<file path="src/rtl/cpu_defs_pkg.sv">
// Shared CPU definitions: instruction address type and the redirect controller state
// encoding (exported so debug probes can decode it).
package cpu_defs;

   localparam int INST_ADDR_W = 32;

   typedef logic [INST_ADDR_W-1:0] InstAddr_t;

   typedef enum logic [1:0] {
      ST_IDLE    = 2'd0,
      ST_WAIT_DS = 2'd1,
      ST_PENDING = 2'd2
   } RedirState_t;

endpackage

</file>
<file path="src/rtl/pc_redirect_stat.sv">
// Redirect statistics counters: redirects issued, delay-slot wait cycles and held
// pending cycles. Only instantiated when PC_REDIRECT_STAT_EN is defined.
module pc_redirect_stat
   import cpu_defs::*;
#(
   parameter int CNT_WIDTH = 32
) (
   input  logic                 clk,
   input  logic                 rst,
   input  RedirState_t          state_i,
   input  logic                 jump_i,
   input  logic                 hold_pc_i,
   output logic [CNT_WIDTH-1:0] stat_redirects_o,
   output logic [CNT_WIDTH-1:0] stat_ds_wait_o,
   output logic [CNT_WIDTH-1:0] stat_held_o
);

   logic [CNT_WIDTH-1:0] redirects_q, ds_wait_q, held_q;

   // Counters wrap naturally and deliberately ignore except_flush.
   always_ff @(posedge clk) begin
      if (rst) begin
         redirects_q <= '0;
         ds_wait_q   <= '0;
         held_q      <= '0;
      end else begin
         if (jump_i)
            redirects_q <= redirects_q + 1'b1;
         if (state_i == ST_WAIT_DS)
            ds_wait_q <= ds_wait_q + 1'b1;
         if ((state_i == ST_PENDING) && hold_pc_i)
            held_q <= held_q + 1'b1;
      end
   end

   assign stat_redirects_o = redirects_q;
   assign stat_ds_wait_o   = ds_wait_q;
   assign stat_held_o      = held_q;

endmodule

</file>
<file path="src/rtl/pc_redirect_ctrl.sv">
// Sequences branch/jump redirects into the fetch PC register after the delay slot is
// fetched. Optional statistics counters under macro PC_REDIRECT_STAT_EN.
module pc_redirect_ctrl
   import cpu_defs::*;
#(
   parameter int ADDR_WIDTH = INST_ADDR_W,
   parameter int CNT_WIDTH  = 32
) (
   input  logic                  clk,
   input  logic                  rst,
   input  logic                  fetch_stall,
   input  logic                  pipe_stall,
   input  logic                  except_flush,
   input  logic                  br_req,
   input  logic [ADDR_WIDTH-1:0] br_target,
   output logic                  br_ready,
   input  logic                  ds_fetched,
   output logic                  hold_pc,
   output logic                  jump,
   output logic [ADDR_WIDTH-1:0] jump_to,
   output logic                  redirect_pending
`ifdef PC_REDIRECT_STAT_EN
   ,
   output logic [CNT_WIDTH-1:0]  stat_redirects,
   output logic [CNT_WIDTH-1:0]  stat_ds_wait,
   output logic [CNT_WIDTH-1:0]  stat_held
`endif
);

   if (ADDR_WIDTH < 1 || CNT_WIDTH < 1) begin : g_param_chk
      $error("pc_redirect_ctrl: ADDR_WIDTH and CNT_WIDTH must be positive");
   end

   RedirState_t           state_q, state_d;
   logic [ADDR_WIDTH-1:0] tgt_q, tgt_d;
   logic                  accept;

   assign hold_pc          = fetch_stall | pipe_stall;
   assign br_ready         = (state_q == ST_IDLE) & ~except_flush;
   assign accept           = br_req & br_ready;
   assign jump             = (state_q == ST_PENDING) & ~hold_pc & ~except_flush;
   assign jump_to          = tgt_q;
   assign redirect_pending = (state_q != ST_IDLE);

   always_comb begin
      state_d = state_q;
      tgt_d   = tgt_q;
      if (accept)
         tgt_d = br_target;
      // A flush wins over every transition; the buffered target becomes irrelevant.
      if (except_flush) begin
         state_d = ST_IDLE;
      end else begin
         case (state_q)
            ST_IDLE:    if (accept) state_d = ds_fetched ? ST_PENDING : ST_WAIT_DS;
            ST_WAIT_DS: if (ds_fetched) state_d = ST_PENDING;
            ST_PENDING: if (jump) state_d = ST_IDLE;
            default:    state_d = ST_IDLE;
         endcase
      end
   end

   always_ff @(posedge clk) begin
      if (rst) begin
         state_q <= ST_IDLE;
         tgt_q   <= '0;
      end else begin
         state_q <= state_d;
         tgt_q   <= tgt_d;
      end
   end

`ifdef PC_REDIRECT_STAT_EN
   pc_redirect_stat #(
      .CNT_WIDTH(CNT_WIDTH)
   ) u_stat (
      .clk              (clk),
      .rst              (rst),
      .state_i          (state_q),
      .jump_i           (jump),
      .hold_pc_i        (hold_pc),
      .stat_redirects_o (stat_redirects),
      .stat_ds_wait_o   (stat_ds_wait),
      .stat_held_o      (stat_held)
   );
`endif

endmodule

</file>
<file path="config.mk">
export PLATFORM = sky130hd
export DESIGN_NAME = pc_redirect_ctrl
export DESIGN_NICKNAME = d
export VERILOG_FILES = /design/src/rtl/cpu_defs_pkg.sv /design/src/rtl/pc_redirect_stat.sv /design/src/rtl/pc_redirect_ctrl.sv
export SDC_FILE = /design/constraint.sdc
export NUM_CORES = 1
export LEC_CHECK = 0
export BUFFER_PORTS_ARGS = -buffer_cell sky130_fd_sc_hd__clkbuf_2
export CAP_MARGIN = 10
export CORE_MARGIN = 8
export CORE_UTILIZATION = 45
export DETAILED_ROUTE_END_ITERATION = 8
export PLACE_DENSITY = 0.83
export SLEW_MARGIN = 10
export SYNTH_ARGS = -nofsm -noshare
export SYNTH_HDL_FRONTEND = slang
export SYNTH_SLANG_ARGS = --single-unit
</file>
<file path="constraint.sdc">
create_clock -name clk -period 2.1 [get_ports clk]
set_input_delay 0.105 -clock clk [delete_from_list [all_inputs] [get_ports clk]]
set_output_delay 0.105 -clock clk [all_outputs]
set_load 0.05 [all_outputs]
</file>
# ---- Yosys cells after proc, flatten, opt, wreduce, memory -nomap -nowiden
# Index checks and enable logic that the tools add are counted.
dict set report op_classes {
  eq_ne 5
  mux 5
  n_bitwise 7
  n_reduce_logical 4
}
# cell count
set op_table {}
lappend op_table {{$mux W2} 4}
lappend op_table {{$ne A2 B2 Y1 const B} 3}
lappend op_table {{$pmux W2 S3} 1}
lappend op_table {{$and A1 B1 Y1} 4}
lappend op_table {{$reduce_and A3 Y1} 1}
lappend op_table {{$eq A2 B1 Y1 const B} 1}
lappend op_table {{$eq A2 B2 Y1 const B} 1}
lappend op_table {{$logic_not A2 Y1} 1}
lappend op_table {{$not A1 Y1} 2}
lappend op_table {{$reduce_bool A2 Y1} 1}
lappend op_table {{$reduce_or A2 Y1} 1}
lappend op_table {{$or A1 B1 Y1} 1}
dict set report word_totals {
  register_bits 34
  inputBits 39
  output_inout_bits 36
  elab_cells 23
}

# ---- Logic depth before layout (Yosys ltp)
dict set report logic_depth {
  word_depth 6
  mapped_depth 5
  ltp_nobuf 3
}

# ---- Worst setup path after synthesis
# No wires, ideal clock.
dict set report synth_timing {
  path_kind {input port to output port}
  start {in pipe_stall}
  end {out jump}
  t_arrival_ps 1602
  t_required_ps 1995
  slack_ps 393
  cell_stages 3
  path_cell_list {nor2_1 -> inv_1 -> nor3_1}
}
dict set report synth_between {
  elab_chain_len 4
}
# element line
set synth_rtl {}
lappend synth_rtl {{start, declared} pc_redirect_ctrl.sv:12} ;# input logic pipe_stall,
lappend synth_rtl {{$or A1 B1 Y1} pc_redirect_ctrl.sv:38} ;# assign hold_pc = fetch_stall | pipe_stall;
lappend synth_rtl {{via hold_pc} pc_redirect_ctrl.sv:18} ;# output logic hold_pc,
lappend synth_rtl {{$not A1 Y1} pc_redirect_ctrl.sv:41} ;# assign jump = (state_q == ST_PENDING) & ~hold_pc & ~except_flush;
lappend synth_rtl {{$and A1 B1 Y1 (2 in series)} pc_redirect_ctrl.sv:41}
lappend synth_rtl {{end, declared} pc_redirect_ctrl.sv:19} ;# output logic jump,
# The timed path passes the listed nets, and every way through them passes these cells.

# ---- Worst setup path in the final report
dict set report layout_timing {
  start {reg state_q[1]}
  end {reg tgt_q[25] (netlist: jump_to[25])}
}
dict set report layout_between {
  elab_chain_len 3
}
# element line
set layout_rtl {}
lappend layout_rtl {{start, declared} pc_redirect_ctrl.sv:34} ;# RedirState_t state_q, state_d;
lappend layout_rtl {{start signal, assigned} pc_redirect_ctrl.sv:68} ;# state_q <= state_d;
lappend layout_rtl {{$logic_not A2 Y1} pc_redirect_ctrl.sv:39} ;# assign br_ready = (state_q == ST_IDLE) & ~except_flush;
lappend layout_rtl {{$and A1 B1 Y1} pc_redirect_ctrl.sv:39}
lappend layout_rtl {{$and A1 B1 Y1} pc_redirect_ctrl.sv:40} ;# assign accept = br_req & br_ready;
lappend layout_rtl {{end signal, assigned} pc_redirect_ctrl.sv:69} ;# tgt_q <= tgt_d;
lappend layout_rtl {{end, declared} pc_redirect_ctrl.sv:35} ;# logic [ADDR_WIDTH-1:0] tgt_q, tgt_d;
# No other way between the ends.
# A chain may end at the register's enable or synchronous reset.

==> flow_metrics.env <==
export IMPL_synth_area_leader_cell="dfxtp_1"
export IMPL_slew_headroom_pct=56.2
export IMPL_start_kind="flop"
export IMPL_clock_skew_final_ns=0.00749
export IMPL_power_switching_uw=438
export IMPL_antenna_found_initial=0
export IMPL_routed_wl_um=3980
export IMPL_die_x_um=68.4
export IMPL_cts_resized=0
export IMPL_status="complete, no violations"
export IMPL_synth_seq_cells=34
export IMPL_nets=300
export IMPL_start_util_pct=46.0
export IMPL_fmax_ghz=0.677
export IMPL_grt_start_max_net_pins=34
export IMPL_grt_ovfl_total=0
export IMPL_arrival_ns=1.67
export IMPL_wl_per_cell_um=13.5
export IMPL_power_density_nw_per_um2=796
export IMPL_drtIter0Drc=91
export IMPL_viasPerCell=4.76
export IMPL_post_place_cells=253
export IMPL_async_flop_share_pct=0
export IMPL_synth_top_area_share_pct=55.1
export IMPL_switching_share_pct=26.8
export IMPL_syn_area_per_cell_um2=7.97
export IMPL_grt_pass1_vias=1490
export IMPL_place_gp_congestion=0.780
export IMPL_detail_route_antenna_nets=0
export IMPL_grt_pass1_wl_um=6350
export IMPL_stdcell_area_um2=2050
export IMPL_die_h_um=68.4
export IMPL_clk_pin_slew_ns=0.10
export IMPL_core_um2=2690
export IMPL_io_buffers=74
export IMPL_crit_slowest_cell="or4b_1"
export IMPL_cts_sinks=34
export IMPL_maxSlewViolCount=0
export IMPL_cp_end_kind="flop"
export IMPL_synth_net_count=194
export IMPL_row_count=19
export IMPL_synthCells=155
export IMPL_yosys_cell_types_count=16
export IMPL_ctsHtreeMaxLevel=2
export IMPL_ys_warn_count=0
export IMPL_ioPinCount=75
export IMPL_clock_power_share_pct=37.9
export IMPL_cts_buffer_depth=2
export IMPL_yosysSeqAreaShare_pct=55.1
export IMPL_period_minus_slack_ns=1.48
export IMPL_num_vias=1400
export IMPL_synth_area_um2=1230
export IMPL_fin_crit_sh_pct=70.3
export IMPL_drc=0
export IMPL_worstPathMaxFanout=18
export IMPL_cts_inserted_buffers=5
export IMPL_p_comb_share_pct=19.6
export IMPL_p_leak_nw=0.948
export IMPL_hold_path_class="in2reg"
export IMPL_cts_tree="yes"
export IMPL_grt_usage_pct=17.8
export IMPL_drive_gt1_share_pct=33.2
export IMPL_hpwlAfterDp_um=2550
export IMPL_die_area_um2=4680
export IMPL_cap_violations=0
export IMPL_internal_power_mw=1.19
export IMPL_clk_root_buffer_cell="clkbuf_4"
export IMPL_post_layout_nonfiller_instances=294
export IMPL_setup_viol=0
export IMPL_syn_to_final_growth_pct=65.9
export IMPL_vdd_drop_max_uv=741
export IMPL_cp_cell_sequence="or4b_1 > buf_4 > nand2_1 > a21oi_1"
export IMPL_synth_ff_type="dfxtp_1"
export IMPL_pwr_share_seq_pct=42.4
export IMPL_rsz0062_at_grt="false"
export IMPL_cpPeakStageDelay_ns=0.58
export IMPL_synth_most_common_cell="nand2_1"
export IMPL_crit_required_ns=2.30
export IMPL_hold_violations=0
export IMPL_tightest_slew_ns=0.657
export IMPL_dpl_instance_area_um2=1610
export IMPL_postCtsSetupBuffers=0
export IMPL_synth_area_top_cells="dfxtp_1 55%, nand2_1 19%, a21oi_1 13%, buf_6 2.7%, buf_2 1.6%"
export IMPL_synth_common_cells="64 x nand2_1, 34 x dfxtp_1, 32 x a21oi_1, 4 x buf_2, 4 x clkbuf_1"
export IMPL_clk_latency_ns=0.33
export IMPL_critPathKind="reg2reg"
export IMPL_nFillCells=229
export IMPL_firstDrtPassIters=4
export IMPL_synth_edf_count=0
export IMPL_tns_ns=0
critical path: cells and delay by family, from the launching register on:
kind / cells / cell delay [ns]
AND/OR/NAND/NOR: 2 / 0.67
AO/OA/AOI/OAI: 1 / 0.07
flip-flops: 1 / 0.38
buffers and inverters: 1 / 0.23
per-layer routing:
| layer | routed length (um) | vias to the layer above | track usage [%] |
|---|---|---|---|
| li1 | - | 711 | - |
| met1 | 1480 | 635 | 16.3 |
| met4 | 80 | 0 | 7.42 |
| met3 | 273 | 8 | 6.22 |
| met5 | 0 | - | 0 |
| met2 | 2150 | 46 | 34.3 |
worst paths after layout:
check             cells past startpoint          end  slack (ns)           from
setup / recovery                      4  jump_to[25]        0.62     state_q[1]
hold reg to reg                       2   jump_to[9]        0.46     jump_to[9]
hold / removal                        3  jump_to[28]        0.01  br_target[28]
setup reg to reg                      4  jump_to[25]        0.62     state_q[1]
cells by family (layout without fill, tap and decap cells):
family | Yosys count | in the layout | share of synthesized area, %
flip-flops | 34 | 34 | 55.1
AND/OR/NAND/NOR | 74 | 74 | 24.7
buffers and inverters | 12 | 119 | 5.88
other | 0 | 1 | 0
AO/OA/AOI/OAI | 35 | 35 | 14.3
power by group through the flow:
stage / Combinational [mW] / Clock, mW / Sequential [mW]
detailed placement: 0.271 / 0 / 0.707
global placement: 0.268 / 0 / 0.705
floorplan: 0.0878 / 0 / 0.806
global route: 0.342 / 0.664 / 0.696
finish: 0.320 / 0.619 / 0.692
CTS: 0.318 / 0.626 / 0.692
placed cells by master (no fill, tap or decap), types with 3 or more instances in the layout:
master and count:
nor2_1 3, clkbuf_4 5, a21oi_1 32, dlygate4sd3_1 32, buf_4 4, clkbuf_2 74
dfxtp_1 34, nand2_1 64
what timing repair did:
action	CTS	global route
endpoints found under the hold margin	32	0
setup endpoints to repair	0	0
hold buffers	32	0
per-stage QoR:
| stage | setup slack (ns) | power [mW] | util [%] | hold slack [ns] |
|---|---|---|---|---|
| floorplan | 0.393 | 0.894 | - | 0.182 |
| global placement | 0.703 | 0.974 | 60.1 | 0.291 |
| detailed placement | 0.645 | 0.978 | 60.1 | 0.288 |
| CTS | 0.611 | 1.64 | 76.2 | 0.00791 |
| global route | 0.501 | 1.70 | 76.2 | 0.0113 |
| finish | 0.624 | 1.63 | 76.2 | 0.0149 |
registers in the layout, summed over array words and instances (netlist names):
name,count
state_q,2
jump_to,32
final cells by class:
cell class                 instances  area, um^2  area share, %
sequential                        34         681           33.2
inverter                           1        3.75          0.183
clock buffer                       6        51.3           2.50
tap                               31        38.8           1.89
multi-input combinational        109         490           23.9
antenna                            1        2.50          0.122
clock inverter                     2        60.1           2.93
timing repair buffer             110         721           35.2
Note: power is estimated with default switching activity, not from simulation.
